File: config.mk
export PLATFORM = sky130hd
export DESIGN_NAME = sub_serial64
export DESIGN_NICKNAME = d
export VERILOG_FILES = /design/src/rtl/sub_serial64.sv
export SDC_FILE = /design/constraint.sdc
export NUM_CORES = 1
export LEC_CHECK = 0
export ABC_AREA = 0
export CAP_MARGIN = 0
export CORE_AREA = 2 2 157 159
export DETAILED_ROUTE_END_ITERATION = 16
export DIE_AREA = 0 0 159 161
export PLACE_DENSITY_LB_ADDON = 0.1
export SLEW_MARGIN = 20
export SYNTH_ARGS = -nofsm -noshare
export SYNTH_HDL_FRONTEND = slang
export SYNTH_SLANG_ARGS = --single-unit
File: constraint.sdc
create_clock -name clk -period 1.8 [get_ports clk]
set_input_delay 0.36 -clock clk [delete_from_list [all_inputs] [get_ports clk]]
set_output_delay 0.36 -clock clk [all_outputs]
set_load 0.01 [all_outputs]
File: src/rtl/sub_serial64.sv
// Bit-serial subtractor (diff = a - b), one bit per clock, LSB first.
// Produces the final borrow and ZF/SF/OF condition codes when the result completes.
module sub_serial64 #(
   parameter int WIDTH = 64,
   parameter int CNT_W = 7
) (
   input  logic             clk,
   input  logic             rst_n,
   input  logic             start,
   input  logic [WIDTH-1:0] a,
   input  logic [WIDTH-1:0] b,
   output logic             busy,
   output logic             done,
   output logic [WIDTH-1:0] diff,
   output logic             bout,
   output logic             zf,
   output logic             sf,
   output logic             of
);

   typedef enum logic [1:0] {S_IDLE, S_RUN, S_DONE} state_t;

   state_t           state_q;
   logic [CNT_W-1:0] cnt_q;
   logic             borrow_q;
   logic [WIDTH-1:0] a_sh_q;
   logic [WIDTH-1:0] b_sh_q;
   logic [WIDTH-1:0] res_q;
   logic [WIDTH-1:0] diff_q;
   logic             busy_q;
   logic             done_q;
   logic             bout_q;
   logic             zf_q;
   logic             sf_q;
   logic             of_q;

   logic             a_bit;
   logic             b_bit;
   logic             d_bit;
   logic             borrow_d;
   logic [WIDTH-1:0] res_d;
   logic             last_bit;

   function automatic logic fs_diff(input logic x, input logic y, input logic bin);
      return x ^ y ^ bin;
   endfunction

   function automatic logic fs_borrow(input logic x, input logic y, input logic bin);
      return (~x & y) | (~(x ^ y) & bin);
   endfunction

   assign a_bit    = a_sh_q[0];
   assign b_bit    = b_sh_q[0];
   assign d_bit    = fs_diff(a_bit, b_bit, borrow_q);
   assign borrow_d = fs_borrow(a_bit, b_bit, borrow_q);
   assign res_d    = {d_bit, res_q[WIDTH-1:1]};
   assign last_bit = (cnt_q == CNT_W'(WIDTH - 1));

   always_ff @(posedge clk or negedge rst_n) begin
      if (!rst_n) begin
         state_q  <= S_IDLE;
         cnt_q    <= '0;
         borrow_q <= 1'b0;
         a_sh_q   <= '0;
         b_sh_q   <= '0;
         res_q    <= '0;
         diff_q   <= '0;
         busy_q   <= 1'b0;
         done_q   <= 1'b0;
         bout_q   <= 1'b0;
         zf_q     <= 1'b0;
         sf_q     <= 1'b0;
         of_q     <= 1'b0;
      end else begin
         case (state_q)
            S_IDLE: begin
               done_q <= 1'b0;
               if (start) begin
                  a_sh_q   <= a;
                  b_sh_q   <= b;
                  borrow_q <= 1'b0;
                  cnt_q    <= '0;
                  busy_q   <= 1'b1;
                  state_q  <= S_RUN;
               end
            end
            S_RUN: begin
               a_sh_q   <= a_sh_q >> 1;
               b_sh_q   <= b_sh_q >> 1;
               res_q    <= res_d;
               borrow_q <= borrow_d;
               cnt_q    <= cnt_q + CNT_W'(1);
               if (last_bit) begin
                  // At the final bit the shift registers hold the operand MSBs.
                  diff_q  <= res_d;
                  bout_q  <= borrow_d;
                  zf_q    <= (res_d == '0);
                  sf_q    <= d_bit;
                  of_q    <= (a_bit != b_bit) && (d_bit != a_bit);
                  busy_q  <= 1'b0;
                  done_q  <= 1'b1;
                  state_q <= S_DONE;
               end
            end
            S_DONE: begin
               done_q  <= 1'b0;
               state_q <= S_IDLE;
            end
            default: begin
               busy_q  <= 1'b0;
               done_q  <= 1'b0;
               state_q <= S_IDLE;
            end
         endcase
      end
   end

   assign busy = busy_q;
   assign done = done_q;
   assign diff = diff_q;
   assign bout = bout_q;
   assign zf   = zf_q;
   assign sf   = sf_q;
   assign of   = of_q;

endmodule

==> results of run 1 <==
synth_stat cells (2+ instances only):
master       n
a21oi_1      5
nand3_1      4
mux2_4      62
nand4_1      5
dfrtp_1    270
nand2_1    322
nor4_1      17
inv_1        6
o21ai_0    136
buf_1        4
a22oi_1    125
clkbuf_1    69
a22o_1       2
nor2_1       4
ha_1         2
a2bb2oi_1    2
nand2b_1     2
mux2_2       3
buf_6        8
nor2b_1      7
layout by cell type (no fill, tap or decap), types with 2 or more instances in the layout:
cell type | Yosys | layout
a22o_1 | 2 | 2
clkbuf_1 | 69 | 7
nand4_1 | 5 | 5
nor2_1 | 4 | 4
mux2_2 | 3 | 3
clkdlybuf4s50_1 | 0 | 133
a21oi_1 | 5 | 5
nand3_1 | 4 | 3
inv_1 | 6 | 5
a22oi_1 | 125 | 125
clkbuf_8 | 0 | 7
dfrtp_1 | 270 | 268
nor4_1 | 17 | 17
dfrtp_4 | 0 | 2
nor2b_1 | 7 | 5
buf_4 | 1 | 49
dlygate4sd2_1 | 0 | 36
clkinv_2 | 0 | 6
nor2b_4 | 0 | 2
o21ai_0 | 136 | 135
a2bb2oi_1 | 2 | 2
clkbuf_16 | 0 | 29
nand2_1 | 322 | 322
mux2_4 | 62 | 62
buf_12 | 0 | 14
dlymetal6s2s_1 | 0 | 30
worst max-delay path, stage by stage, from the launching register on:
cell and delay (ns):
dfrtp_1 0.36, ha_2 0.19, nand3_2 0.07, or4_4 0.56
buf_12 0.23, mux2_4 0.33
what timing repair did:
| item | CTS | global route |
|---|---|---|
| setup buffers | 1 | 0 |
| hold endpoints to repair | 30 | 0 |
| cloned | 0 | 0 |
| hold buffers | 1 | 0 |
| gates resized for setup | 37 | 34 |
| endpoints found under the setup margin | 101 | 96 |
final cells by class:
cell class | instances | share of cell area [%]
Timing Repair Buffer | 264 | 17.91
Clock buffer | 43 | 5.639
Tap cell | 324 | 2.695
Sequential cell | 270 | 44.96
Inverter | 6 | 0.1497
Clock inverter | 7 | 0.3992
Multi-Input combinational cell | 710 | 28.24
routing by layer:
layer,up-vias,share of wire [%]
met4,2,1.2
met3,29,4.8
met1,4206,45
li1,4120,-
met2,240,49
met5,-,0.049
how the worst max path moves through the flow:
stage / to / cells after the start
after floorplan: diff[10] / 6
after global placement: b_sh_q[24] / 6
after detailed placement: b_sh_q[12] / 6
after CTS: diff[29] / 5
after global routing: zf / 6
final: diff[29] / 5
registers in the layout, summed over array words and instances, names as in the netlist, 2 cells and up:
register,count
b_sh_q,64
state_q,2
diff,64
res_q,63
cnt_q,7
a_sh_q,64
cell families after synthesis:
| kind of cell | synth area share [%] |
|---|---|
| muxes | 8.486 |
| and+or+nand+nor | 12.99 |
| DFF | 59.43 |
| adders and majority gates | 0.3962 |
| xor gates and xnor gates | 0.07706 |
| buffers and inverters | 3.511 |
| AOI/OAI and AO/OA | 15.11 |
power by group through the flow:
stage | Sequential, mW | Combinational (mW) | Clock (mW)
final | 6.64 | 0.844 | 5.65
after global routing | 6.68 | 0.951 | 6.07
after CTS | 6.64 | 0.864 | 5.81
after detailed placement | 6.75 | 0.856 | 0
after global placement | 6.74 | 0.836 | 0
after floorplan | 6.66 | 0.261 | 0
==> impl_metrics.yaml, run 1 <==
sta:
  finClkSkew_ns: 0.01672
  slew_violations: 0
  final.setup.worst_slack_ns: -0.08936
  period_minus_slack_ns: 1.889
  finalHoldViolCount: 0
  hold_ws_ns: 0.3199
  fmax_mhz: 529.3
  relSlewSlack_pct: 52.51
  setup_tns_ns: -3.636
  fin_crit_sh_pct: 105.0
  tightest_slew_ns: 0.7124
  setup_viol: 54
  rsz0062_at_grt: "yes"
floorplanning:
  start_util_pct: 47.44
  rows: 57
  die_h_um: 161
  dieArea_mm2: 0.02560
  io_pins: 201
  fp.dieW_um: 159
  core_mm2: 0.02396
logic_synthesis:
  synthCells: 1069
  synth.distinct_cells: 34
  synth-seq-cells: 270
  syn-cell-area_mm2: 0.01137
  synth_ff_type: "dfrtp_1"
  syn_avg_cell_area_um2: 10.63
  ys_seq_area_share_pct: 59.43
  synth_top_area_cell: "dfrtp_1"
  yosys-top-cells-area: "dfrtp_1 59%, nand2_1 11%, a22oi_1 8.3%"
  synth_warnings: 0
  syn-num-nets: 1203
  synth_edf_count: 0
  synth_top_cell_area_share_pct: 59.43
  async_flop_share_pct: 100.0
pwr:
  pwr-share-clk_pct: 43.0
  finalPower_mw: 13.13
  peakVddDrop_mv: 0.5418
  internal_power_mw: 10.18
  comb_power_share_pct: 6.4
  powerDensity_mw_per_mm2: 872.8
  leakagePower_nw: 7.610
  power.switching_mw: 2.952
  p_seq_share_pct: 50.6
  netSwitchingFraction_pct: 22.48
clocking:
  root_buffer: "clkbuf_16"
  cts.sinks: 270
  ctsHtreeMaxLevel: 1
  clk_pin_slew_worst_paths_ns: 0.06
  clockBufferDepth: 3
  cts_tree: "yes"
  insertion_delay_ns: 0.53
  cts_buffers: 29
cells_and_area:
  nets: 1415
  post-route-util_pct: 62.78
  area.sequential_mm2: 0.006764
  multi_input_area_mm2: 0.004249
  area_growth_pct: 32.34
  n_fill_cell: 2009
  postLayoutCellArea_mm2: 0.01504
  antenna_cells: 0
  instances_no_fill: 1624
  drive_gt1_share_pct: 14.08
critical_path:
  cp-startpoint: "cnt_q[1]"
  cp_data_arrival_time_ns: 2.29
  required_ns: 2.20
  reg2reg_slack_ns: -0.09
  worstSetupStartpointType: "flop"
  critPathCaptureType: "flop"
  reg2regPathDepth: 5
  path_class: "reg -> reg"
  rr_endpoint: "diff[29]"
  path_max_fanout: 44
  reg2reg_from: "cnt_q[1]"
grt:
  met3_usage_pct: 2.825
  grt.busiest_layer: "met2"
  grt_util_met2_pct: 34.66
  grt-ovfl-total: 0
  grt_pass1_vias: 8695
  grt_start_max_net_pins: 68
  grt_use_met1_pct: 30.64
  grt_usage_pct: 21.08
  antenna_found_initial: 1
  grt_pass1_wl_mm: 45.23
detailed_routing:
  drc_errors: 0
  vias: 8597
  wl_per_cell_um: 16.48
  drt-initial-drc-count: 678
  avgViaCountPerCell: 5.294
  drt_pre_antenna_iters: 5
  totalWireLength_mm: 26.76
  antenna_left: 0
status:
  outcome: "finished, violations left"
  violations: "setup timing"
placement:
  io_buffers: 200
  pre_cts_ws_ns: -0.08967
  placed_cell_area_mm2: 0.01408
  routabilityCongestion: 0.7838
  post-place-cells: 1572
  post-dp-hpwl_mm: 17.71
min_path:
  hold_class: "in -> async"
flow_run:
  drv_cap: 0
Note: power is estimated with default switching activity, not from simulation.
==> inputs of run 2 (changes only) <==
--- a/config.mk
+++ b/config.mk
@@ -7,9 +7,10 @@
 export LEC_CHECK = 0
 export ABC_AREA = 0
 export CAP_MARGIN = 0
-export CORE_AREA = 2 2 157 159
+export CORE_AREA = 2 2 145 147
 export DETAILED_ROUTE_END_ITERATION = 16
-export DIE_AREA = 0 0 159 161
+export DIE_AREA = 0 0 147 149
+export GPL_ROUTABILITY_DRIVEN = 0
 export PLACE_DENSITY_LB_ADDON = 0.1
 export SLEW_MARGIN = 20
 export SYNTH_ARGS = -nofsm -noshare
==> constraint.sdc (replaced) <==
create_clock -name clk -period 2.3 [get_ports clk]
set_input_delay 0.46 -clock clk [delete_from_list [all_inputs] [get_ports clk]]
set_output_delay 0.46 -clock clk [all_outputs]
set_load 0.01 [all_outputs]
==> impl_metrics.yaml, run 2 (synthesis gave the netlist of run 1 again) <==
detailed_routing:
  drt-initial-drc-count: 626
  avgViaCountPerCell: 5.500
  drc_errors: 0
  totalWireLength_mm: 25.53
  vias: 8442
  drt_pre_antenna_iters: 4
  antenna_left: 0
  wl_per_cell_um: 16.63
sta:
  rsz0062_at_grt: "no"
  finClkSkew_ns: 0.01051
  tightest_slew_ns: 0.6716
  period_minus_slack_ns: 2.014
  fin_crit_sh_pct: 87.54
  setup_viol: 0
  slew_violations: 0
  fmax_mhz: 496.6
  final.setup.worst_slack_ns: 0.2865
  setup_tns_ns: 0
  relSlewSlack_pct: 55.23
  finalHoldViolCount: 0
cells_and_area:
  area_growth_pct: 28.92
  nets: 1373
  antenna_cells: 0
  n_fill_cell: 1514
  drive_gt1_share_pct: 11.43
  final_cell_mix: "322 x nand2_1, 268 x dfrtp_1, 199 x clkdlybuf4s50_1"
  post-route-util_pct: 71.30
  layout.cells.most_common: "nand2_1"
floorplanning:
  rows: 53
  fp.dieW_um: 147
  io_pins: 201
  core_mm2: 0.02056
  die_h_um: 149
  dieArea_mm2: 0.02190
  start_util_pct: 55.30
grt:
  grt-ovfl-total: 0
  grt_start_max_net_pins: 101
  grt_pass1_wl_mm: 42.77
  grt_usage_pct: 23.78
  grt_pass1_vias: 8297
  antenna_found_initial: 1
critical_path:
  reg2reg_slack_ns: 0.29
  cp-startpoint: "b_sh_q[0]"
  setup.worst_path.end: "zf"
  reg2reg_from: "b_sh_q[0]"
  critPathCaptureType: "flop"
  cp_slowest_cell: "fa_1"
  path_cells: "inv_1 > fa_1 > nor4_1 > nand4_1 > or4_1 > o21ai_0"
  path_class: "reg -> reg"
  cp.depth: 6
  worstSetupStartpointType: "flop"
  reg2regPathDepth: 6
  critPathBufInv: 1
  rr_endpoint: "zf"
  cp_data_arrival_time_ns: 2.46
  max_stage_delay_ns: 0.49
  required_ns: 2.74
  cpLargestDelayFamily: "simple AND/OR/NAND/NOR gates"
  path_max_fanout: 4
clocking:
  clockBufferDepth: 3
  cts.sinks: 270
  cts_hold_buffers: 1
  clk_pin_slew_worst_paths_ns: 0.06
  cts_tree: "yes"
  ctsHtreeMaxLevel: 1
  ctsResizeCount: 0
  cts_setup_buffers: 0
  root_buffer: "clkbuf_16"
  cts_buffers: 28
  insertion_delay_ns: 0.53
pwr:
  finalPower_mw: 10.52
  powerDensity_mw_per_mm2: 717.5
  peakVddDrop_mv: 0.4904
  leakagePower_nw: 6.689
flow_run:
  drv_cap: 0
placement:
  post-dp-hpwl_mm: 16.18
  pre_cts_ws_ns: 0.3039
  io_buffers: 200
status:
  outcome: "finished clean"
min_path:
  hold_class: "in -> async"
==> run 2: cell types whose count changed in the layout (fill, tap and decap cells not counted), moves of 2 or more <==
cell	before	now
clkbuf_1	7	3
clkinv_2	6	8
dlygate4sd2_1	36	0
dlymetal6s2s_1	30	0
clkdlybuf4s50_1	133	199
buf_12	14	10
bufinv_16	1	3
buf_4	49	12
==> run 2: layout make-up <==
class,instances,area [um2],share of cell area [%]
timing repair buffer,223,2307,15.74
clock inverter,11,130.1,0.8878
inverter,6,22.52,0.1537
multi-input combinational,710,4242,28.94
sequential,270,6764,46.15
clock buffer,40,847.1,5.779
tap,275,344.1,2.348
==> run 2: metal layers <==
metal	global-route usage, %	share of wire, %	wire length [um]
met1	35.26	45	11580
met2	37.23	47	12080
met3	4.281	5.3	1360
met4	5.385	2.0	498
met5	0	0	0
==> run 2: worst register-to-register path: stages, from the launching register on <==
cell and delay [ns]:
dfrtp_1 0.39, inv_1 0.11, fa_1 0.49, nor4_1 0.25
nand4_1 0.10, or4_1 0.41, o21ai_0 0.17
==> run 2: worst min-delay path by stage <==
stage	cells after the start	from	end
2_1_floorplan	0	rst_n	a_sh_q[0]
3_3_place_gp	1	rst_n	diff[49]
3_5_place_dp	1	rst_n	diff[49]
4_1_cts	2	rst_n	diff[50]
5_1_grt	2	b_sh_q[32]	b_sh_q[32]
6_report	2	rst_n	diff[50]
==> run 2: where the power goes <==
group | internal, mW | switching, mW | leakage, nW
Combinational | 0.324 | 0.271 | 2.62
Sequential | 4.97 | 0.244 | 3.58
Clock | 2.88 | 1.83 | 0.492
Total | 8.17 | 2.34 | 6.69
==> run 2: per-stage QoR <==
stage,instances,area [um2],hold slack [ns]
detailed placement,1483,13670,0.4377
floorplan,1069,11370,0.1644
CTS,1535,14660,0.4706
global placement,1483,13670,0.4343
global route,1535,14660,0.5026
finish,1535,14660,0.4586
==> inputs of run 3 (changes only) <==
--- a/config.mk
+++ b/config.mk
@@ -12,6 +12,7 @@
 export DIE_AREA = 0 0 147 149
 export GPL_ROUTABILITY_DRIVEN = 0
 export PLACE_DENSITY_LB_ADDON = 0.1
+export SETUP_SLACK_MARGIN = 0.05
 export SLEW_MARGIN = 20
 export SYNTH_ARGS = -nofsm -noshare
 export SYNTH_HDL_FRONTEND = slang
==> results of run 3 <==
Same layout as run 2: the final DEF is identical, and so are final timing and power.
